$ cat config.mk
export PLATFORM = sky130hd
export DESIGN_NAME = wb_arbiter
export DESIGN_NICKNAME = d
export VERILOG_FILES = /design/src/rtl/wb_arb_pkg.sv /design/src/rtl/wb_mux2.sv /design/src/rtl/wb_arbiter.sv
export SDC_FILE = /design/constraint.sdc
export NUM_CORES = 1
export LEC_CHECK = 0
export CORE_AREA = 2 2 123 125
export CTS_CLUSTER_SIZE = 14
export DETAILED_ROUTE_END_ITERATION = 8
export DIE_AREA = 0 0 125 127
export HOLD_SLACK_MARGIN = 0.06
export SETUP_SLACK_MARGIN = 0.05
export SLEW_MARGIN = 20
export SYNTH_ARGS = -nofsm -noshare
export SYNTH_HDL_FRONTEND = slang
export SYNTH_SLANG_ARGS = --single-unit
$ cat constraint.sdc
create_clock -name clk -period 1.51 [get_ports clk]
set_input_delay 0.3775 -clock clk [delete_from_list [all_inputs] [get_ports clk]]
set_output_delay 0.3775 -clock clk [all_outputs]
set_load 0.05 [all_outputs]
$ cat src/rtl/wb_arb_pkg.sv
// Shared types and constants for the two-master Wishbone arbiter.
package wb_arb_pkg;

  typedef enum logic [1:0] {IDLE, OWN_D, OWN_I} arb_state_t;

  localparam int GNT_D = 0;
  localparam int GNT_I = 1;
  localparam int CNT_W = 4;

  // One-hot owner vector for a given arbiter state.
  function automatic logic [1:0] state_grant(arb_state_t s);
    logic [1:0] g;
    g = 2'b00;
    if (s == OWN_D) g[GNT_D] = 1'b1;
    if (s == OWN_I) g[GNT_I] = 1'b1;
    return g;
  endfunction

endpackage

$ cat src/rtl/wb_mux2.sv
// Combinational request/response steering between two masters and one slave,
// selected by the one-hot grant vector.
module wb_mux2
  import wb_arb_pkg::*;
#(
  parameter int XLEN = 32
) (
  input  logic [1:0]        i_grant,
  // data master request
  input  logic              i_d_cyc,
  input  logic              i_d_stb,
  input  logic              i_d_we,
  input  logic [XLEN-1:0]   i_d_adr,
  input  logic [XLEN/8-1:0] i_d_sel,
  input  logic [XLEN-1:0]   i_d_dat_w,
  // instr master request
  input  logic              i_i_cyc,
  input  logic              i_i_stb,
  input  logic              i_i_we,
  input  logic [XLEN-1:0]   i_i_adr,
  input  logic [XLEN/8-1:0] i_i_sel,
  input  logic [XLEN-1:0]   i_i_dat_w,
  // slave side
  output logic              o_s_cyc,
  output logic              o_s_stb,
  output logic              o_s_we,
  output logic [XLEN-1:0]   o_s_adr,
  output logic [XLEN/8-1:0] o_s_sel,
  output logic [XLEN-1:0]   o_s_dat_w,
  input  logic [XLEN-1:0]   i_s_dat_r,
  input  logic              i_s_ack,
  // responses back to masters
  output logic [XLEN-1:0]   o_d_dat_r,
  output logic              o_d_ack,
  output logic [XLEN-1:0]   o_i_dat_r,
  output logic              o_i_ack
);

  // Forward the owner's request, gated by its cyc so a release is seen by
  // the slave in the same cycle; everything is zero when nobody owns the bus.
  always_comb begin
    o_s_cyc   = 1'b0;
    o_s_stb   = 1'b0;
    o_s_we    = 1'b0;
    o_s_adr   = '0;
    o_s_sel   = '0;
    o_s_dat_w = '0;
    if (i_grant[GNT_D] && i_d_cyc) begin
      o_s_cyc   = 1'b1;
      o_s_stb   = i_d_stb;
      o_s_we    = i_d_we;
      o_s_adr   = i_d_adr;
      o_s_sel   = i_d_sel;
      o_s_dat_w = i_d_dat_w;
    end else if (i_grant[GNT_I] && i_i_cyc) begin
      o_s_cyc   = 1'b1;
      o_s_stb   = i_i_stb;
      o_s_we    = i_i_we;
      o_s_adr   = i_i_adr;
      o_s_sel   = i_i_sel;
      o_s_dat_w = i_i_dat_w;
    end
  end

  // Read data is broadcast; ack reaches only the owner so the other master stalls.
  assign o_d_dat_r = i_s_dat_r;
  assign o_i_dat_r = i_s_dat_r;
  assign o_d_ack   = i_grant[GNT_D] & i_s_ack;
  assign o_i_ack   = i_grant[GNT_I] & i_s_ack;

endmodule

$ cat src/rtl/wb_arbiter.sv
// Two-master Wishbone arbiter: data has fixed priority, a starvation counter
// lets a pending fetch win after STARVE_LIMIT contested data grants.
module wb_arbiter
  import wb_arb_pkg::*;
#(
  parameter int XLEN         = 32,
  parameter int STARVE_LIMIT = 4
) (
  input  logic              clk,
  input  logic              rst_n,
  // data master (core.data_bus)
  input  logic              i_d_cyc,
  input  logic              i_d_stb,
  input  logic              i_d_we,
  input  logic [XLEN-1:0]   i_d_adr,
  input  logic [XLEN/8-1:0] i_d_sel,
  input  logic [XLEN-1:0]   i_d_dat_w,
  output logic [XLEN-1:0]   o_d_dat_r,
  output logic              o_d_ack,
  // instr master (core.instr_bus)
  input  logic              i_i_cyc,
  input  logic              i_i_stb,
  input  logic              i_i_we,
  input  logic [XLEN-1:0]   i_i_adr,
  input  logic [XLEN/8-1:0] i_i_sel,
  input  logic [XLEN-1:0]   i_i_dat_w,
  output logic [XLEN-1:0]   o_i_dat_r,
  output logic              o_i_ack,
  // shared slave port
  output logic              o_s_cyc,
  output logic              o_s_stb,
  output logic              o_s_we,
  output logic [XLEN-1:0]   o_s_adr,
  output logic [XLEN/8-1:0] o_s_sel,
  output logic [XLEN-1:0]   o_s_dat_w,
  input  logic [XLEN-1:0]   i_s_dat_r,
  input  logic              i_s_ack,
  // status
  output logic [1:0]        o_grant,
  output logic [CNT_W-1:0]  o_starve_cnt
);

  localparam logic [CNT_W-1:0] LIM = CNT_W'(STARVE_LIMIT);

  arb_state_t       r_state;
  logic [1:0]       r_grant;
  logic [CNT_W-1:0] r_starve;

  logic       w_arb;
  arb_state_t w_nxt;

  // Arbitrate when idle or on the cycle the current owner drops cyc.
  always_comb begin
    w_arb = (r_state == IDLE) ||
            (r_state == OWN_D && !i_d_cyc) ||
            (r_state == OWN_I && !i_i_cyc);
    w_nxt = r_state;
    if (w_arb) begin
      if (i_d_cyc && i_i_cyc) w_nxt = (r_starve == LIM) ? OWN_I : OWN_D;
      else if (i_d_cyc)       w_nxt = OWN_D;
      else if (i_i_cyc)       w_nxt = OWN_I;
      else                    w_nxt = IDLE;
    end
  end

  // Owner FSM with registered grant and the fetch starvation counter.
  always_ff @(posedge clk or negedge rst_n) begin
    if (!rst_n) begin
      r_state  <= IDLE;
      r_grant  <= 2'b00;
      r_starve <= '0;
    end else begin
      r_state <= w_nxt;
      r_grant <= state_grant(w_nxt);
      if (w_arb && w_nxt == OWN_I)
        r_starve <= '0;
      else if (w_arb && w_nxt == OWN_D && i_i_cyc) begin
        if (r_starve != LIM) r_starve <= r_starve + 1'b1;
      end else if (r_state == IDLE && !i_i_cyc)
        r_starve <= '0;
    end
  end

  assign o_grant      = r_grant;
  assign o_starve_cnt = r_starve;

  wb_mux2 #(.XLEN(XLEN)) u_mux (
    .i_grant   (r_grant),
    .i_d_cyc   (i_d_cyc),
    .i_d_stb   (i_d_stb),
    .i_d_we    (i_d_we),
    .i_d_adr   (i_d_adr),
    .i_d_sel   (i_d_sel),
    .i_d_dat_w (i_d_dat_w),
    .i_i_cyc   (i_i_cyc),
    .i_i_stb   (i_i_stb),
    .i_i_we    (i_i_we),
    .i_i_adr   (i_i_adr),
    .i_i_sel   (i_i_sel),
    .i_i_dat_w (i_i_dat_w),
    .o_s_cyc   (o_s_cyc),
    .o_s_stb   (o_s_stb),
    .o_s_we    (o_s_we),
    .o_s_adr   (o_s_adr),
    .o_s_sel   (o_s_sel),
    .o_s_dat_w (o_s_dat_w),
    .i_s_dat_r (i_s_dat_r),
    .i_s_ack   (i_s_ack),
    .o_d_dat_r (o_d_dat_r),
    .o_d_ack   (o_d_ack),
    .o_i_dat_r (o_i_dat_r),
    .o_i_ack   (o_i_ack)
  );

endmodule

==> impl_results.md, run 1 <==
* Outcome: finished, violations left
* Failing checks: negative setup slack
* Hold/Removal Path Class: in2async
* Setup TNS at -29880 ps
* Core Rows at 44
* Final Max Tran Viols at 0
* Drt drc at 0
* Placed Area at around 0.0047 mm²
* Total Routed Length at 12.1 mm
* Final setup fails at 71
* Largest net degree at the start of global routing at 29
* R2r endpoint: r_state[1]
* Number of CTS-inserted buffers at 3
* Synthesized-area fraction occupied by adder cells at 0.0147
* # diodes at 0
* Clock sink count at 8
* Clock root cell: clkbuf_16
* Lkg Pwr at 2.42 nW
* Avg Cell Area, Syn at roughly 8.7 µm²
* Hold_ws at 430 ps
* Vias in the first global route at approximately 2500
* Synth Area in Compound Gates at 0.407
* RePlAce Congestion at approximately 0.80
* RSZ-0062 raised after global routing: yes
* Fin crit period at 1950 ps
* HPWL Detailed at between 7 and 8 mm
* Cell Area, Synth at between 0.0015 and 0.002 mm²
* Crit. End Element: output port
* CP Class: reg2out
* Layout cells sized above 1 at 0.518
* Avg WL per Cell at around 21 µm
* Post-layout util at 0.395
* Post-Layout Inst Area at between 0.005 and 0.006 mm²
* Flops & latches, synth at 8
* Worst R2R Start: o_starve_cnt[0]
* Synthesized-area fraction occupied by and/or/nand/nor cells at 0.0734
* H-Tree Depth at 1
* Clock Power Share at 0.106
* Net switching power at 1.81 mW
* Max-Cap Viols at 0
* Nets@finish at 560
* Synth Net Count at roughly 380
* Die ar. at between 0.015 and 0.02 mm²
* Input/output buffers at 223
* 1st-iter DRT viols at 57
* Switching share of power at 0.414
* Sequential share of the synthesized area at 0.117
* Final Cycle Share at 1.29
* Distinct cell type count after synthesis at 27
* Post-route ant nets at 0
* Vias per std cell at 4.12
* Worst skew pair latency at roughly 240 ps
* Ports at 320
* XOR/XNOR share of the synthesized area at 0.00514
* Tot GR Track Use at 0.128
* Sequential share of power at 0.070
* Power per cell area at around 770 mW/mm²
* DR vias at 2326
* Max Fanout on Critical Path at 7
* Least-Margin Pin Slew at about 380 ps
* Core area at between 0.01 and 0.015 mm²
* Die X at ~130 µm
* CTS tree: built
* Combinational share of power at 0.824
* Peak supply drop at 665 µV
* Area growth syn-to-layout at 235%
* Area share of the largest cell type after synthesis at 0.360
* Max Buffers Root-to-Sink at 2
* Worst-path clk slew at 40 ps
* Synth Instances at 197
* Chip height at 127 µm
* Mux cell area share after synthesis at 0
* Worst clock skew at around 2.6 ps
* Final hold viol count at 0
* Power Internal at 2.57 mW
* R2r setup slk at between 150 and 200 ps
* Crit path launch type: flip-flop
* Drt first pass iters at 4
* Relative slew slack at 0.745
* Path depth of the worst reg2reg path at 5
* Antenna violations before repair at 0
* Total global routing overflow at 0
* Peak Freq at slightly above 0.5 GHz
* Yosys warning total at 0
* Critical Path RT at 1130 ps
* Place WS at -664 ps
* Initial Utilization at 0.118
* Top post-synthesis cells by area: a22o_1 36%, buf_4 28%, dfrtp_1 12%
* First-pass GRT wire length at 16.0 mm
* Largest family of logic cells by synthesized area: compound AO/OA/AOI/OAI gates
* Leading area contributor after synthesis: a22o_1
* Fin worst setup slack at -443 ps
* CP Data Arrival Time at 1580 ps
placed cells by master (no fill, tap or decap), types with 2 or more instances in the layout:
cell type,n
inv_1,5
buf_8,2
nand2b_1,2
a21oi_1,4
a22o_4,70
ha_1,2
nor2_1,2
buf_6,6
o21ai_0,3
dfrtp_2,3
clkbuf_16,14
dlygate4sd2_1,2
buf_4,5
and2_4,3
buf_12,85
dfrtp_1,5
nand3_1,4
clkdlybuf4s50_1,141
nand2_1,2
buf_16,5
critical path, cell delays in order (launching register included):
cell and delay (ps):
dfrtp_2 390, and2_4 190, clkbuf_16 180, clkbuf_16 160
a22o_4 260, buf_12 140
power groups by stage:
stage	Sequential [mW]	Combinational, mW	Clock [mW]
2_1_floorplan	0.371	1.79	0
3_3_place_gp	0.304	3.00	0
3_5_place_dp	0.307	3.02	0
4_1_cts	0.306	3.34	0.471
5_1_grt	0.315	3.72	0.484
6_report	0.307	3.61	0.467
cell usage after synthesis:
| library cell | instances |
|---|---|
| and2_4 | 1 |
| a21oi_1 | 4 |
| buf_6 | 1 |
| nand3b_1 | 1 |
| nor2_1 | 2 |
| dfrtp_1 | 8 |
| buf_8 | 7 |
| nand2_1 | 3 |
| o2bb2ai_1 | 1 |
| nand3_1 | 4 |
| o221ai_1 | 1 |
| o22ai_1 | 1 |
| nand2b_1 | 3 |
| and2_1 | 2 |
| nor2b_1 | 1 |
| a22o_1 | 70 |
| a21boi_1 | 1 |
| o21ai_0 | 3 |
| nor2_8 | 1 |
| buf_4 | 64 |
| a21o_1 | 1 |
| and4bb_2 | 1 |
| ha_1 | 2 |
| buf_2 | 7 |
| xnor2_1 | 1 |
| o21a_1 | 1 |
| inv_1 | 5 |
final cells by class:
cell class | instances | area [µm²]
flip-flops and latches | 8 | 204
inverters | 5 | 18.8
fillers | 1315 | 8720
well taps | 184 | 230
repair buffers | 258 | 3690
clock buffers | 4 | 78.8
multi-input cells | 105 | 1480
stage by stage:
step           power (mW)  cells
2_1_floorplan        2.16    197
3_3_place_gp         3.31    535
3_5_place_dp         3.33    535
4_1_cts              4.12    550
5_1_grt              4.52    564
6_report             4.38    564
repair_timing:
item                                    in CTS  in global routing
buffers inserted                             9                  1
endpoints found under the setup margin      73                 73
resized for setup                           54                 26
hold buffers                                 0                  0
cloned                                       4                 14
pin swaps                                    5                 41
how the worst max path moves through the flow:
stage / from / to / slack (ps)
6_report: o_grant[0] / o_s_dat_w[25] / -440
4_1_cts: o_grant[0] / o_s_adr[0] / -470
5_1_grt: o_grant[0] / o_s_adr[16] / -490
2_1_floorplan: o_grant[0] / o_s_adr[0] / -300
3_3_place_gp: i_i_cyc / o_s_stb / -680
3_5_place_dp: i_i_cyc / o_s_stb / -660
metal layers:
metal | GRT usage | wire [µm] | share of wire | vias to the layer above
li1 | - | - | - | 1048
met1 | 0.151 | 4710 | 0.39 | 1101
met2 | 0.237 | 6360 | 0.52 | 162
met3 | 0.0318 | 892 | 0.074 | 15
met4 | 0.0216 | 154 | 0.013 | 0
met5 | 0 | 0 | 0 | -
logic make-up after synthesis:
| logic type | Yosys count |
|---|---|
| compound gates | 83 |
| flops | 8 |
| xor+xnor | 1 |
| simple gates | 19 |
| fa+ha+maj | 2 |
| buf+inv | 84 |
registers in the layout, indices dropped and copies added, names as in the netlist:
name and cells:
o_grant 2, o_starve_cnt 4, r_state 2
(Power assumes the default switching activity.)
==> inputs of run 2 (changes only) <==
Settings changed: GPL_TIMING_DRIVEN set to 0.
==> run 2 against run 1 <==
The run still ends with negative setup slack left. Total power down 5.8%. Critical path depth up 1. Sequential share of layout area about the same. First-iteration DRC count down 11%. Non-clock buffer count up 114. Final cell count up 20%. Flip-flop and latch count unchanged. Setup slack worse by 11 ps. Clock skew down 1.1 ps. Critical endpoint is now o_s_dat_w[30]. Largest cell class unchanged.
==> impl_results.md, run 2 (synthesis gave the netlist of run 1 again) <==
* Outcome: finished, violations left
* Failing checks: negative setup slack
* Clock sink count at 8 (unchanged)
* Switching share of power at 0.480 (+0.0660)
* Die ar. at 0.0159 mm² (unchanged)
* Worst clock skew at 1.57 ps (-1.07 ps)
* H-Tree Depth at 1 (unchanged)
* Avg WL per Cell at 15.9 µm (-26%)
* First-pass GRT wire length at 15.1 mm (-5.9%)
* Final Cycle Share at 1.30 (+0.00726)
* Antenna violations before repair at 0 (unchanged)
* Vias per std cell at 3.95 (-4.2%)
* Drt drc at 0 (unchanged)
* Total Routed Length at 10.8 mm (-11%)
* Final setup fails at 71 (unchanged)
* Largest net degree at the start of global routing at 11 (-62%)
* Final Max Tran Viols at 0 (unchanged)
* Layout cells sized above 1 at 0.500 (-0.0184)
* Relative slew slack at 0.662 (-0.0834)
* Initial Utilization at 0.118 (unchanged)
* CP Class: reg2out
* Crit path max-delay cell type: dfrtp_2
* Fill cells at 1428 (+8.6%)
* Critical Path RT at 1130 ps (about the same)
* Lkg Pwr at 2.64 nW (+9.3%)
* Most common library cell in the layout ignoring fill and taps: clkdlybuf4s50_1
* Place WS at -1570 ps (-903 ps)
* Buf/Inv on CP at 3 (unchanged)
* Die X at 125 µm (unchanged)
* Fin crit period at 1960 ps (+11.0 ps)
* CP Data Arrival Time at 1590 ps (about the same)
* Nets@finish at 674 (+20%)
* Post-layout util at 0.394 (-0.00121)
* Chip height at 127 µm (unchanged)
* DR vias at 2680 (+15%)
* Max Buffers Root-to-Sink at 2 (unchanged)
* Tot GR Track Use at 0.116 (-0.0114)
* Worst skew pair latency at 230 ps (about the same)
* Crit path launch type: flip-flop
* Worst R2R Start: o_starve_cnt[0]
* Peak supply drop at 573 µV (-14%)
* Clock root cell: clkbuf_16
* Max Fanout on Critical Path at 9 (+2)
* CP delay by family, top: buffers and inverters
* Number of CTS-inserted buffers at 3 (unchanged)
* Max stage delay on crit path at 350 ps (-40 ps)
* Least-Margin Pin Slew at 509 ps (+128 ps)
* Most used cell, CP: buf_12
* Setup TNS at -29240 ps (+649 ps)
* Worst-path clk slew at 40 ps (about the same)
* # diodes at 0 (unchanged)
* RePlAce Congestion at 0.825 (+3.7%)
* Fin worst setup slack at -454 ps (-11.0 ps)
* Total global routing overflow at 0 (unchanged)
* Combinational share of power at 0.816 (-0.008)
* Vias in the first global route at 2736 (+7.7%)
* 1st-iter DRT viols at 51 (-11%)
* Power Internal at 2.15 mW (-16%)
* Power per cell area at 726 mW/mm² (-5.6%)
* Flip-flop count of the largest register after layout at 4 (unchanged)
* HPWL Detailed at 8.77 mm (+11%)
* Core Rows at 44 (unchanged)
* Crit. End Element: output port
* Most frequent cells in the layout: 141 x clkdlybuf4s50_1, 66 x buf_4, 65 x dlygate4sd2_1
* Hold/Removal Path Class: in2async
* Crit path from: o_grant[0]
* Final hold viol count at 0 (unchanged)
* Total power at 4.13 mW (-5.8%)
* RSZ-0062 raised after global routing: yes
* Clock Power Share at 0.112 (+0.006)
* CTS tree: built
* Net switching power at 1.98 mW (+9.2%)
* Peak Freq at 0.509 GHz (-0.56%)
* Input/output buffers at 287 (+29%)
* Area growth syn-to-layout at 234%
* Core area at 0.0144 mm² (unchanged)
* Cells along the critical path: and2_4 > nor2_8 > buf_12 > clkbuf_16 > a22o_4 > buf_12
* Ports at 320 (unchanged)
* Post-route ant nets at 0 (unchanged)
* Sequential share of power at 0.073 (+0.003)
* Max-Cap Viols at 0 (unchanged)
* Drt first pass iters at 4 (unchanged)
## run 2: cell count changes in the layout (fill, tap and decap cells not counted), sizes merged
| cell | previous run | this run |
|---|---|---|
| buf | 103 | 155 |
| clkbuf | 15 | 10 |
| clkdlybuf4s15 | 1 | 5 |
| dlygate4sd2 | 2 | 65 |
## run 2: through the flow
| step | hold slack (ps) | area (µm²) | std cells |
|---|---|---|---|
| CTS | 440 | 5360 | 675 |
| floorplan | 81.9 | 1900 | 197 |
| detailed placement | 588 | 5010 | 668 |
| global placement | 568 | 5010 | 668 |
| global route | 452 | 5680 | 678 |
| finish | 435 | 5680 | 678 |
## run 2: power by group through the flow
stage / registers [mW] / logic, mW / clock network (mW)
5_1_grt: 0.308 / 3.49 / 0.478
4_1_cts: 0.299 / 3.20 / 0.469
3_3_place_gp: 0.300 / 2.98 / 0
6_report: 0.300 / 3.37 / 0.460
3_5_place_dp: 0.303 / 2.99 / 0
2_1_floorplan: 0.371 / 1.79 / 0
## run 2: final timing paths
kind	endpoint	slack (ps)	cells after the start
max in group asynchronous	o_starve_cnt[0]	780	1
min reg2reg	o_starve_cnt[3]	600	2
min	r_state[1]	430	1
max reg2reg	r_state[1]	250	5
max	o_s_dat_w[30]	-450	6
min in group clk	o_grant[0]	450	2
## run 2: routing by layer
metal	GRT usage	routed length, µm	vias to the layer above
li1	-	-	1275
met5	0	0	-
met2	0.223	6000	161
met1	0.137	3970	1244
met3	0.0255	838	0
met4	0.0105	0	0
## run 2: layout make-up
class	instances	area, µm²	share of cell area
Timing Repair Buffer	294	3200	0.563
Tap cell	184	230	0.0405
Buffer	78	653	0.115
Sequential cell	8	204	0.0359
Inverter	5	18.8	0.00330
Multi-Input combinational cell	105	1300	0.228
Clock buffer	4	78.8	0.0139
## run 2: timing repair
item | in CTS | in global routing
gates resized for setup | 647 | 46
gates cloned | 0 | 4
endpoints found under the setup margin | 143 | 72
pin swaps | 2 | 2
hold buffers | 0 | 0
buffers inserted | 3 | 0
==> inputs of run 3 (changes only) <==
Settings changed: MAX_ROUTING_LAYER set to met4, SKIP_CTS_REPAIR_TIMING set to 1.
==> run 3 against run 2 <==
Highest routed layer is now met4. Fmax about the same. Combinational power decreased by 2%. Register-to-register slack improved by 20 ps. Critical endpoint is now o_s_dat_w[3]. Total power decreased by 1.9%. The flow still finishes with violations (negative setup slack).
==> impl_results.md, run 3 (synthesis gave the netlist of run 1 again) <==
* Initial Utilization at 0.118 (unchanged)
* Ports at 320 (unchanged)
* DR vias at 2659 (-0.78%)
* Clock sink count at 8 (unchanged)
* Nets@finish at 675 (+0.15%)
* Crit path launch type: flip-flop
* Peak supply drop at 603 µV (+5.2%)
* Area growth syn-to-layout at 235%
* Total global routing overflow at 0 (unchanged)
* Final Max Tran Viols at 0 (unchanged)
* Power per cell area at 708 mW/mm² (-2.5%)
* Number of CTS-inserted buffers at 3 (unchanged)
* HPWL Detailed at 8.77 mm (unchanged)
* First-pass GRT wire length at 14.9 mm (-0.92%)
* Routed length on met3 at 851 µm (+1.6%)
* Core area at 0.0144 mm² (unchanged)
* Clock root cell: clkbuf_16
* Relative slew slack at 0.648 (-0.0145)
* Uppermost layer routed: met4
* Post-layout util at 0.396 (+0.00217)
* Place WS at -1570 ps (unchanged)
* Most common library cell in the layout ignoring fill and taps: clkdlybuf4s50_1
* DRT met1 WL at 3.91 mm (-1.5%)
* Fin worst setup slack at -453 ps (+0.944 ps)
* Tot GR Track Use at 0.119 (+0.00215)
* Peak Freq at 0.509 GHz (about the same)
* Input/output buffers at 287 (unchanged)
* Most frequent cells in the layout: 141 x clkdlybuf4s50_1, 68 x dlymetal6s2s_1, 67 x buf_4
* Flip-flop count of the largest register after layout at 4 (unchanged)
* Max-Cap Viols at 0 (unchanged)
* Core Rows at 44 (unchanged)
* Drt first pass iters at 4 (unchanged)
* Post-route ant nets at 0 (unchanged)
* Layout cells sized above 1 at 0.497 (-0.00303)
* # diodes at 0 (unchanged)
* Outcome: finished, violations left
* Worst skew pair latency at 230 ps (about the same)
* Die ar. at 0.0159 mm² (unchanged)
* Crit. End Element: output port
* Worst-path clk slew at 40 ps (about the same)
* Lkg Pwr at 3.10 nW (+17%)
* Chip height at 127 µm (unchanged)
* H-Tree Depth at 1 (unchanged)
* 1st-iter DRT viols at 43 (-16%)
* RePlAce Congestion at 0.838 (+1.5%)
* CP Class: reg2out
* CTS tree: built
* Worst clock skew at 1.81 ps (+0.239 ps)
* RSZ-0062 raised after global routing: yes
* Final setup fails at 71 (unchanged)
* Least-Margin Pin Slew at 528 ps (+18.8 ps)
* Vias in the first global route at 2717 (-0.69%)
* Hold/Removal Path Class: in2async
* Final Cycle Share at 1.30 (about the same)
* Max Buffers Root-to-Sink at 2 (unchanged)
* Max Fanout on Critical Path at 9 (unchanged)
* Antenna violations before repair at 0 (unchanged)
* WL met2 at 5.95 mm (-0.80%)
* Avg WL per Cell at 15.8 µm (-0.77%)
* Drt drc at 0 (unchanged)
* Fin crit period at 1960 ps (-0.944 ps)
* Die X at 125 µm (unchanged)
* Failing checks: negative setup slack
* Fill cells at 1407 (-1.5%)
* Largest net degree at the start of global routing at 11 (unchanged)
* Critical Path RT at 1130 ps (about the same)
* Total Routed Length at 10.7 mm (-0.62%)
* Final hold viol count at 0 (unchanged)
* CP Data Arrival Time at 1590 ps (about the same)
* Vias per std cell at 3.92 (-0.93%)
## run 3: final cells by class
type                       instances  area [µm²]  area share
inverter                           5        18.8     0.00328
clock buffer                       4        78.8      0.0138
buffer                            78         636       0.111
timing repair buffer             295        3360       0.588
tap                              184         230      0.0403
multi-input combinational        105        1190       0.208
sequential                         8         204      0.0357
## run 3: where the power goes
part	internal (mW)	switching, mW	total (mW)
clock network	0.352	0.108	0.460
registers	0.254	0.0453	0.299
logic	1.50	1.79	3.29
## run 3: final timing paths
check / cells after the start / endpoint / slack [ps] / start
setup / recovery: 6 / o_s_dat_w[3] / -450 / o_grant[0]
max in group asynchronous: 1 / o_starve_cnt[0] / 780 / rst_n
min in group clk: 2 / o_grant[0] / 450 / i_d_cyc
hold reg to reg: 2 / o_starve_cnt[3] / 600 / o_starve_cnt[3]
setup reg to reg: 5 / r_state[1] / 270 / o_starve_cnt[0]
hold / removal: 1 / r_state[1] / 430 / rst_n
## run 3: worst max-delay path, stage by stage (launching register included)
cell	delay, ps
dfrtp_2	390
and2_4	200
nor2_8	150
buf_12	160
clkbuf_16	150
a22o_2	150
buf_8	140
## run 3: per-layer routing
metal  vias up  global-route usage
met5         -                   -
met4         0              0.0124
met3         2              0.0235
met2       155               0.214
met1      1228               0.142
li1       1274                   -
## run 3: metrics by stage
step	cells	hold slack [ps]	power, mW	area (µm²)	setup TNS [ps]
after CTS	672	440	3.78	5080	-117830
after floorplan	197	81.9	2.16	1900	-19950
final	679	435	4.05	5720	-29220
after global placement	668	568	3.28	5010	-114400
after global routing	679	460	4.19	5720	-32960
after detailed placement	668	588	3.29	5010	-116340
